--- config.mk ---
export PLATFORM = sky130hd
export DESIGN_NAME = gray_readout
export DESIGN_NICKNAME = d
export VERILOG_FILES = /design/src/rtl/gray_readout_pkg.sv /design/src/rtl/gray_serial_conv.sv /design/src/rtl/gray_readout.sv
export SDC_FILE = /design/constraint.sdc
export NUM_CORES = 1
export LEC_CHECK = 0
export CAP_MARGIN = 25
export CORE_ASPECT_RATIO = 0.7
export CORE_MARGIN = 1
export CORE_UTILIZATION = 45
export CTS_CLUSTER_SIZE = 40
export DETAILED_ROUTE_END_ITERATION = 16
export PLACE_DENSITY = 0.7
export SKIP_LAST_GASP = 1
export SLEW_MARGIN = 20
export SYNTH_ARGS = -nofsm -noshare
export SYNTH_HDL_FRONTEND = slang
export SYNTH_HIERARCHICAL = 1
export SYNTH_SLANG_ARGS = --single-unit
--- constraint.sdc ---
create_clock -name clk_master -period 2.8 [get_ports clk_master]
set_input_delay 0.56 -clock clk_master [delete_from_list [all_inputs] [get_ports clk_master]]
set_output_delay 0.56 -clock clk_master [all_outputs]
set_load 0.03 [all_outputs]
--- src/rtl/gray_readout_pkg.sv ---
// Shared constants and FSM state encoding for the Gray-count readout block.
package gray_readout_pkg;

  localparam int unsigned DefaultWidth = 8;

  typedef enum logic [1:0] {
    StIdle  = 2'b00,
    StConv  = 2'b01,
    StValid = 2'b10
  } state_e;

endpackage

--- src/rtl/gray_serial_conv.sv ---
// Serial Gray-to-binary datapath: captures a Gray word and resolves one bit per step, MSB first.
module gray_serial_conv
  import gray_readout_pkg::*;
#(
  parameter int unsigned WIDTH = DefaultWidth
) (
  input  logic             clk_master,
  input  logic             rstb,
  input  logic             capture,
  input  logic             step,
  input  logic [WIDTH-1:0] gray_in,
  output logic [WIDTH-1:0] bin,
  output logic [WIDTH-1:0] bin_next,
  output logic             last
);

  localparam int unsigned IdxW = (WIDTH > 1) ? $clog2(WIDTH) : 1;

  logic [WIDTH-1:0] gray_q;
  logic [WIDTH-1:0] bin_q;
  logic [WIDTH-1:0] bin_shift;
  logic [IdxW-1:0]  idx_q;

  // bin_shift[i] is bin_q[i+1]; the MSB sees a zero, so bin[MSB] = g[MSB].
  always_comb begin
    bin_shift       = bin_q >> 1;
    bin_next        = bin_q;
    bin_next[idx_q] = bin_shift[idx_q] ^ gray_q[idx_q];
    last            = (idx_q == '0);
  end

  always_ff @(posedge clk_master or negedge rstb) begin
    if (!rstb) begin
      gray_q <= '0;
      bin_q  <= '0;
      idx_q  <= '0;
    end else if (capture) begin
      gray_q <= gray_in;
      bin_q  <= '0;
      idx_q  <= IdxW'(WIDTH - 1);
    end else if (step) begin
      bin_q <= bin_next;
      if (idx_q != '0) begin
        idx_q <= idx_q - 1'b1;
      end
    end
  end

  assign bin = bin_q;

endmodule

--- src/rtl/gray_readout.sv ---
// Gray-count readout: samples a Gray count, converts it serially, and presents binary value
// plus delta from the last accepted value behind a valid/ready handshake.
module gray_readout
  import gray_readout_pkg::*;
#(
  parameter int unsigned WIDTH = DefaultWidth
) (
  input  logic             clk_master,
  input  logic             rstb,
  input  logic [WIDTH-1:0] gray_in,
  input  logic             sample_req,
  input  logic             out_ready,
  input  logic             ovr_clr,
  output logic [WIDTH-1:0] bin_out,
  output logic [WIDTH-1:0] delta_out,
  output logic             out_valid,
  output logic             busy,
  output logic             overrun
);

  state_e           state_q;
  logic [WIDTH-1:0] delta_q;
  logic [WIDTH-1:0] prev_q;
  logic             valid_q;
  logic             busy_q;
  logic             overrun_q;

  logic             capture;
  logic             step;
  logic             drop;
  logic             last;
  logic [WIDTH-1:0] bin;
  logic [WIDTH-1:0] bin_next;

  always_comb begin
    capture = sample_req &&
              ((state_q == StIdle) || ((state_q == StValid) && out_ready));
    step    = (state_q == StConv);
    drop    = sample_req &&
              ((state_q == StConv) || ((state_q == StValid) && !out_ready));
  end

  gray_serial_conv #(
    .WIDTH (WIDTH)
  ) u_conv (
    .clk_master (clk_master),
    .rstb       (rstb),
    .capture    (capture),
    .step       (step),
    .gray_in    (gray_in),
    .bin        (bin),
    .bin_next   (bin_next),
    .last       (last)
  );

  always_ff @(posedge clk_master or negedge rstb) begin
    if (!rstb) begin
      state_q   <= StIdle;
      delta_q   <= '0;
      prev_q    <= '0;
      valid_q   <= 1'b0;
      busy_q    <= 1'b0;
      overrun_q <= 1'b0;
    end else begin
      // A drop on the same edge as a clear keeps the flag set.
      if (drop) begin
        overrun_q <= 1'b1;
      end else if (ovr_clr) begin
        overrun_q <= 1'b0;
      end

      unique case (state_q)
        StIdle: begin
          if (sample_req) begin
            state_q <= StConv;
            busy_q  <= 1'b1;
          end
        end
        StConv: begin
          if (last) begin
            state_q <= StValid;
            valid_q <= 1'b1;
            delta_q <= bin_next - prev_q;
          end
        end
        StValid: begin
          if (out_ready) begin
            prev_q  <= bin;
            valid_q <= 1'b0;
            if (sample_req) begin
              state_q <= StConv;
            end else begin
              state_q <= StIdle;
              busy_q  <= 1'b0;
            end
          end
        end
        default: begin
          state_q <= StIdle;
          busy_q  <= 1'b0;
          valid_q <= 1'b0;
        end
      endcase
    end
  end

  assign bin_out   = bin;
  assign delta_out = delta_q;
  assign out_valid = valid_q;
  assign busy      = busy_q;
  assign overrun   = overrun_q;

endmodule

======== Yosys cells after proc, flatten, opt, wreduce, memory -nomap -nowiden ========
Cells that the tools add are included.
cells by class
  equality and inequality tests ........... 6
  reductions and logical operators ........ 20
  magnitude comparators ................... 2
  $add $sub $neg .......................... 2
  bitwise gates (word level) .............. 3
  multiplexer cells ....................... 26
operators by type and width
  operator                                                                             number
  8-bit two-way mux                                                                    2
  1-bit two-way mux                                                                    11
  3-bit two-way mux                                                                    3
  8-bit bitwise mux                                                                    1
  8-bit subtractor                                                                     1
  1-bit binary-select mux with 3-bit select                                            2
  2-bit two-way mux                                                                    3
  2-bit != test, second input constant                                                 3
  1-bit one-hot mux with 3 select lines                                                2
  2-bit one-hot mux with 3 select lines                                                1
  2-bit AND reduction                                                                  3
  3-bit AND reduction                                                                  2
  2-bit nonzero test                                                                   3
  1-bit logical AND                                                                    5
  3-bit by 4-bit < comparator with 1-bit output, second input constant                 1
  4-bit AND reduction                                                                  1
  1-bit demux with 3-bit select                                                        1
  3-bit by 1-bit greater-or-equal comparator with 1-bit output, second input constant  1
  3-bit logical NOT                                                                    1
  3-bit nonzero test                                                                   1
  3-bit by 1-bit subtractor with 3-bit output, second input constant                   1
  2-bit by 1-bit == test with 1-bit output, second input constant                      1
  2-bit == test, second input constant                                                 1
  2-bit logical NOT                                                                    1
  other kinds (5)                                                                      7
word-level totals
  word-level logic and storage cells ...... 68
  output and inout bits ................... 19
  bits of input ports ..................... 13
  register bits after elaboration ......... 40

======== Logic depth before layout (Yosys ltp) ========
  word-level depth ........................ 7
  mapped depth ............................ 15
  mapped depth without buffers ............ 14

======== By module ========
Netlist, hierarchy kept.
by module, submodules not included
  module            area an instance (sq um)  instances  seq. area each (sq um)  cells an instance
  gray_serial_conv  1174.9                    1          475.5                   117
  gray_readout      1157.4                    1          525.5                   110

======== Worst setup path before layout ========
No wires, ideal clock.
  kind .................................... reg-to-reg
  start point ............................. register u_conv.idx_q[1]
  end point ............................... register delta_q[6] (netlist: delta_out[6])
  cell stages (with the launch flop) ...... 14
  setup slack ............................. -0.168 ns
  setup time .............................. 0.126 ns
  path buffers ............................ 2
  data arrival time ....................... 2.842 ns
  clock period less this slack ............ 2.968 ns
  required time ........................... 2.674 ns
  cells stage by stage .................... dfrtp_1 > buf_6 > or4b_4 > o21ai_2 > a211oi_2 > xor2_1 > buf_6 > a31oi_1 > fa_1 > a211oi_1 > o21bai_1 > a21oi_1 > xor2_1 > o21ai_0
between the ends
  longest elaborated chain between the ends .. 6
  elaborated cells between the ends (all ways) .. 14
  classes of those cells .................. add/sub: 1; order compare: 2; mux: 7; bitwise: 1; reduce/logical: 3
RTL lines
  what                                                                                                                                                        line                    RTL
  start, declared                                                                                                                                             gray_serial_conv.sv:22  logic [IdxW-1:0] idx_q;
  start signal, assigned                                                                                                                                      gray_serial_conv.sv:40  idx_q <= IdxW'(WIDTH - 1);
  start signal, assigned                                                                                                                                      gray_serial_conv.sv:44  idx_q <= idx_q - 1'b1;
  3-bit by 4-bit < comparator with 1-bit output (not written as such) / 3-bit by 1-bit greater-or-equal comparator with 1-bit output (equally long branches)  gray_serial_conv.sv:28  bin_next[idx_q] = bin_shift[idx_q] ^ gray_q[idx_q];
  1-bit logical AND (not written as such)                                                                                                                     gray_serial_conv.sv:28
  1-bit two-way mux (not written as such)                                                                                                                     gray_serial_conv.sv:28
  1-bit demux with 3-bit select                                                                                                                               n/a
  8-bit bitwise mux *                                                                                                                                         gray_serial_conv.sv:28
  via bin_next[1]                                                                                                                                             gray_readout.sv:33      logic [WIDTH-1:0] bin_next;
  8-bit subtractor *                                                                                                                                          gray_readout.sv:83      delta_q <= bin_next - prev_q;
  end signal, assigned                                                                                                                                        gray_readout.sv:83
  end, declared                                                                                                                                               gray_readout.sv:22      logic [WIDTH-1:0] delta_q;
The timed path passes the listed nets; every way through them passes the cells marked *. The select of a mux whose other input is x is not followed.
A chain may end at the register's enable or synchronous reset.

======== Worst setup path after layout ========
  start point ............................. register u_conv.idx_q[2]
  end point ............................... register delta_q[6] (netlist: delta_out[6])
Same word-level chain as after synthesis.

==> flow_metrics.tcl <==
set metrics [dict create \
    die-width_um 88.0 \
    fin_ws_ns -0.184 \
    netlist_instances 227 \
    die_y_um 62.2 \
    final_report_setup_violation_count 4 \
    cts_tree "done" \
    antenna_left 0 \
    grt_pass1_wl_mm 8.87 \
    drt_pass1_iterations 4 \
    n_antenna_cell 0 \
    unrepaired_setup_endpoints_after_global_routing "true" \
    postSynth.topFlopCell "dfrtp_1" \
    worstMarginPinSlew_ns 0.873 \
    drt-wirelength-per-cell_um 14.4 \
    critical_path.top_delay_family "compound AO/OA/AOI/OAI gates" \
    timing.critical_path.to_type "flip-flop" \
    final_min_period_over_clock_period_pct 107 \
    critical_path_at_ns 3.16 \
    crit_path_start_kind "flip-flop" \
    drt_iter0_markers 99 \
    syn2layout_area_growth_pct 30.4 \
    global_route_congestion_overflow_total 0 \
    net_count_of_the_finished_layout 307 \
    max_cap_viol_count 0 \
    timing.critical_path.slowest_stage_cell "or4b_4" \
    timing.slew.headroom_pct 41.8 \
    worst-path-max-fanout 6 \
    dpl.hpwl_mm 3.64 \
    max-clock-path-buffers 2 \
    timing.fmax_mhz 335 \
    timing_max_transition_violations_final 0 \
    antenna_found_initial 0 \
    total_die_area_um2 5480 \
    crit_buf_inv 2 \
    min-delay-path-class "input port to async pin" \
    worstPathCellList "or4b_4 -> o21ai_4 -> a211oi_2 -> xnor2_1 -> mux2_4 -> inv_2 -> ha_4 -> inv_2 -> fa_2 -> a211oi_2 -> o21bai_1 -> a21oi_1 -> xor2_1 -> o21ai_1" \
    share_of_cells_above_drive_strength_1_pct 30.2 \
    coreArea_um2 4890 \
    floorplan.initialDensity_pct 47.7 \
    synth.lib_cells_used.distinct 43 \
    cts_made_buffers 5 \
    cts-root-buf "clkbuf_8" \
    placement.io_buffers 31 \
    crit_path_max_incr_delay_ns 0.54 \
    yosys_warnings 6 \
    edff_count_synth 0 \
    post_synth.cell_area_avg_um2 10.3 \
    synthArstFlopShare_pct 100 \
    placementRows 21 \
    finalCriticalPeriod_ns 2.98 \
    worst_skew_pair.late_latency_ns 0.29 \
    run_status "complete, but fails checks" \
    wl_mm 5.09 \
    synth.yosys.seq_area_share_pct 42.9 \
    grt_max_degree 41 \
    final_hold_viol_count 0 \
    detail_route.drc_violations 0 \
    grt_usage_pct 21.1 \
    htree_num_levels 2 \
    cell_area_synth_um2 2330 \
    synth_nets 250 \
    worstPathRequired_ns 2.97 \
    clock-sinks 40 \
    cts.clk_slew.worst_paths_ns 0.08 \
    final_core_occ_pct 62.2 \
    place_worst_setup_slack_ns -0.174 \
    clock-skew-final_ns 0.00589 \
    count_of_pins_on_the_block_boundary 32 \
    dr_total_vias 1812 \
    worst-setup-path-type "flip-flop to flip-flop" \
    first_global_vias 1833 \
    failed_checks "negative setup slack" \
    drt-vias-per-instance 5.12 \
    globalplace.congestion 0.832 \
    ys_seq_elements 40 \
]
==> flip-flops by register name, summed over array words and instances, names as in the netlist <==
| name | flops |
|---|---|
| u_conv/gray_q | 8 |
| u_conv/idx_q | 3 |
| prev_q | 8 |
| u_conv/bin | 8 |
| overrun | 1 |
| busy | 1 |
| out_valid | 1 |
| state_q | 2 |
| delta_out | 8 |
==> final cells by class <==
cell class                 instances  area, um^2
timing repair buffer              60         527
sequential                        40        1000
fill                             404        1850
multi-input combinational        165        1290
tap                               69        86.3
clock buffer                       8        90.1
inverter                          12        45.0
==> cell usage in the layout, fill, tap and decap left out, types with 4 or more instances in the layout <==
cell type	instances
a21oi_1	8
ha_1	8
dfrtp_1	38
inv_1	10
buf_4	28
o21ai_0	10
nor2_1	22
nand2b_1	7
o21ai_1	5
a211oi_2	7
mux2_2	20
nor3_1	5
nand2_1	16
mux2i_1	4
nor2b_1	6
clkbuf_8	6
xnor2_1	4
clkdlybuf4s50_1	30
==> cells by family after synthesis <==
| logic type | synth area share (%) |
|---|---|
| xor gates and xnor gates | 3.00 |
| and+or+nand+nor | 14.4 |
| buffers and inverters | 4.67 |
| AOI/OAI and AO/OA | 17.0 |
| adders and majority gates | 5.69 |
| DFF | 42.9 |
| muxes | 12.3 |
==> what timing repair did <==
action / 4_1_cts / 5_1_grt
endpoints found under the setup margin: 4 / 5
pin swaps: 2 / 7
buffers inserted: 2 / 0
hold buffers: 0 / 0
gates resized for setup: 9 / 9
==> final timing paths <==
kind | cells after the start | endpoint | from | slack, ns
setup / recovery | 14 | delta_out[6]$_DFFE_PN0P_ | u_conv/idx_q[2]$_DFFE_PN0P_ | -0.18
hold / removal | 1 | out_valid$_DFFE_PN0P_ | rstb | 0.38
setup reg to reg | 14 | delta_out[6]$_DFFE_PN0P_ | u_conv/idx_q[2]$_DFFE_PN0P_ | -0.18
hold reg to reg | 2 | delta_out[3]$_DFFE_PN0P_ | delta_out[3]$_DFFE_PN0P_ | 0.49
max in group asynchronous | 1 | u_conv/idx_q[0]$_DFFE_PN0P_ | rstb | 1.82
min in group clk_master | 2 | delta_out[3]$_DFFE_PN0P_ | delta_out[3]$_DFFE_PN0P_ | 0.49
==> metrics by stage <==
stage	instances	cell area, um^2	hold WS [ns]	setup TNS (ns)
6_report	354	3040	0.380	-0.392
5_1_grt	354	3040	0.462	-1.02
4_1_cts	354	3010	0.422	-0.324
3_5_place_dp	344	2870	0.474	-0.248
3_3_place_gp	344	2870	0.462	-0.0883
2_1_floorplan	227	2340	0.264	-0.0561
==> layer usage <==
metal,vias up,GRT usage [%],share of wire [%]
met5,-,0,0
met4,0,5.04,0.67
met3,6,5.72,6.1
met2,46,28.7,42
met1,859,32.8,52
li1,901,-,-
==> cells in the mapped netlist, drive strengths merged, types with 4 or more instances <==
| cell type | instances | area [um^2] |
|---|---|---|
| buf | 8 | 56.3 |
| nor2 | 22 | 82.6 |
| xor2 | 4 | 35.0 |
| ha | 9 | 113 |
| xnor2 | 4 | 35.0 |
| o21ai | 19 | 106 |
| a21oi | 10 | 53.8 |
| a211oi | 10 | 105 |
| nand2b | 7 | 43.8 |
| dfrtp | 40 | 1000 |
| nand2 | 18 | 72.6 |
| mux2i | 5 | 50.1 |
| nor3 | 5 | 25.0 |
| inv | 12 | 45.0 |
| nor2b | 6 | 37.5 |
| mux2 | 21 | 236 |
Power is not shown: default switching activity piles up to over one toggle a cycle in this logic, so the estimate is an artifact.
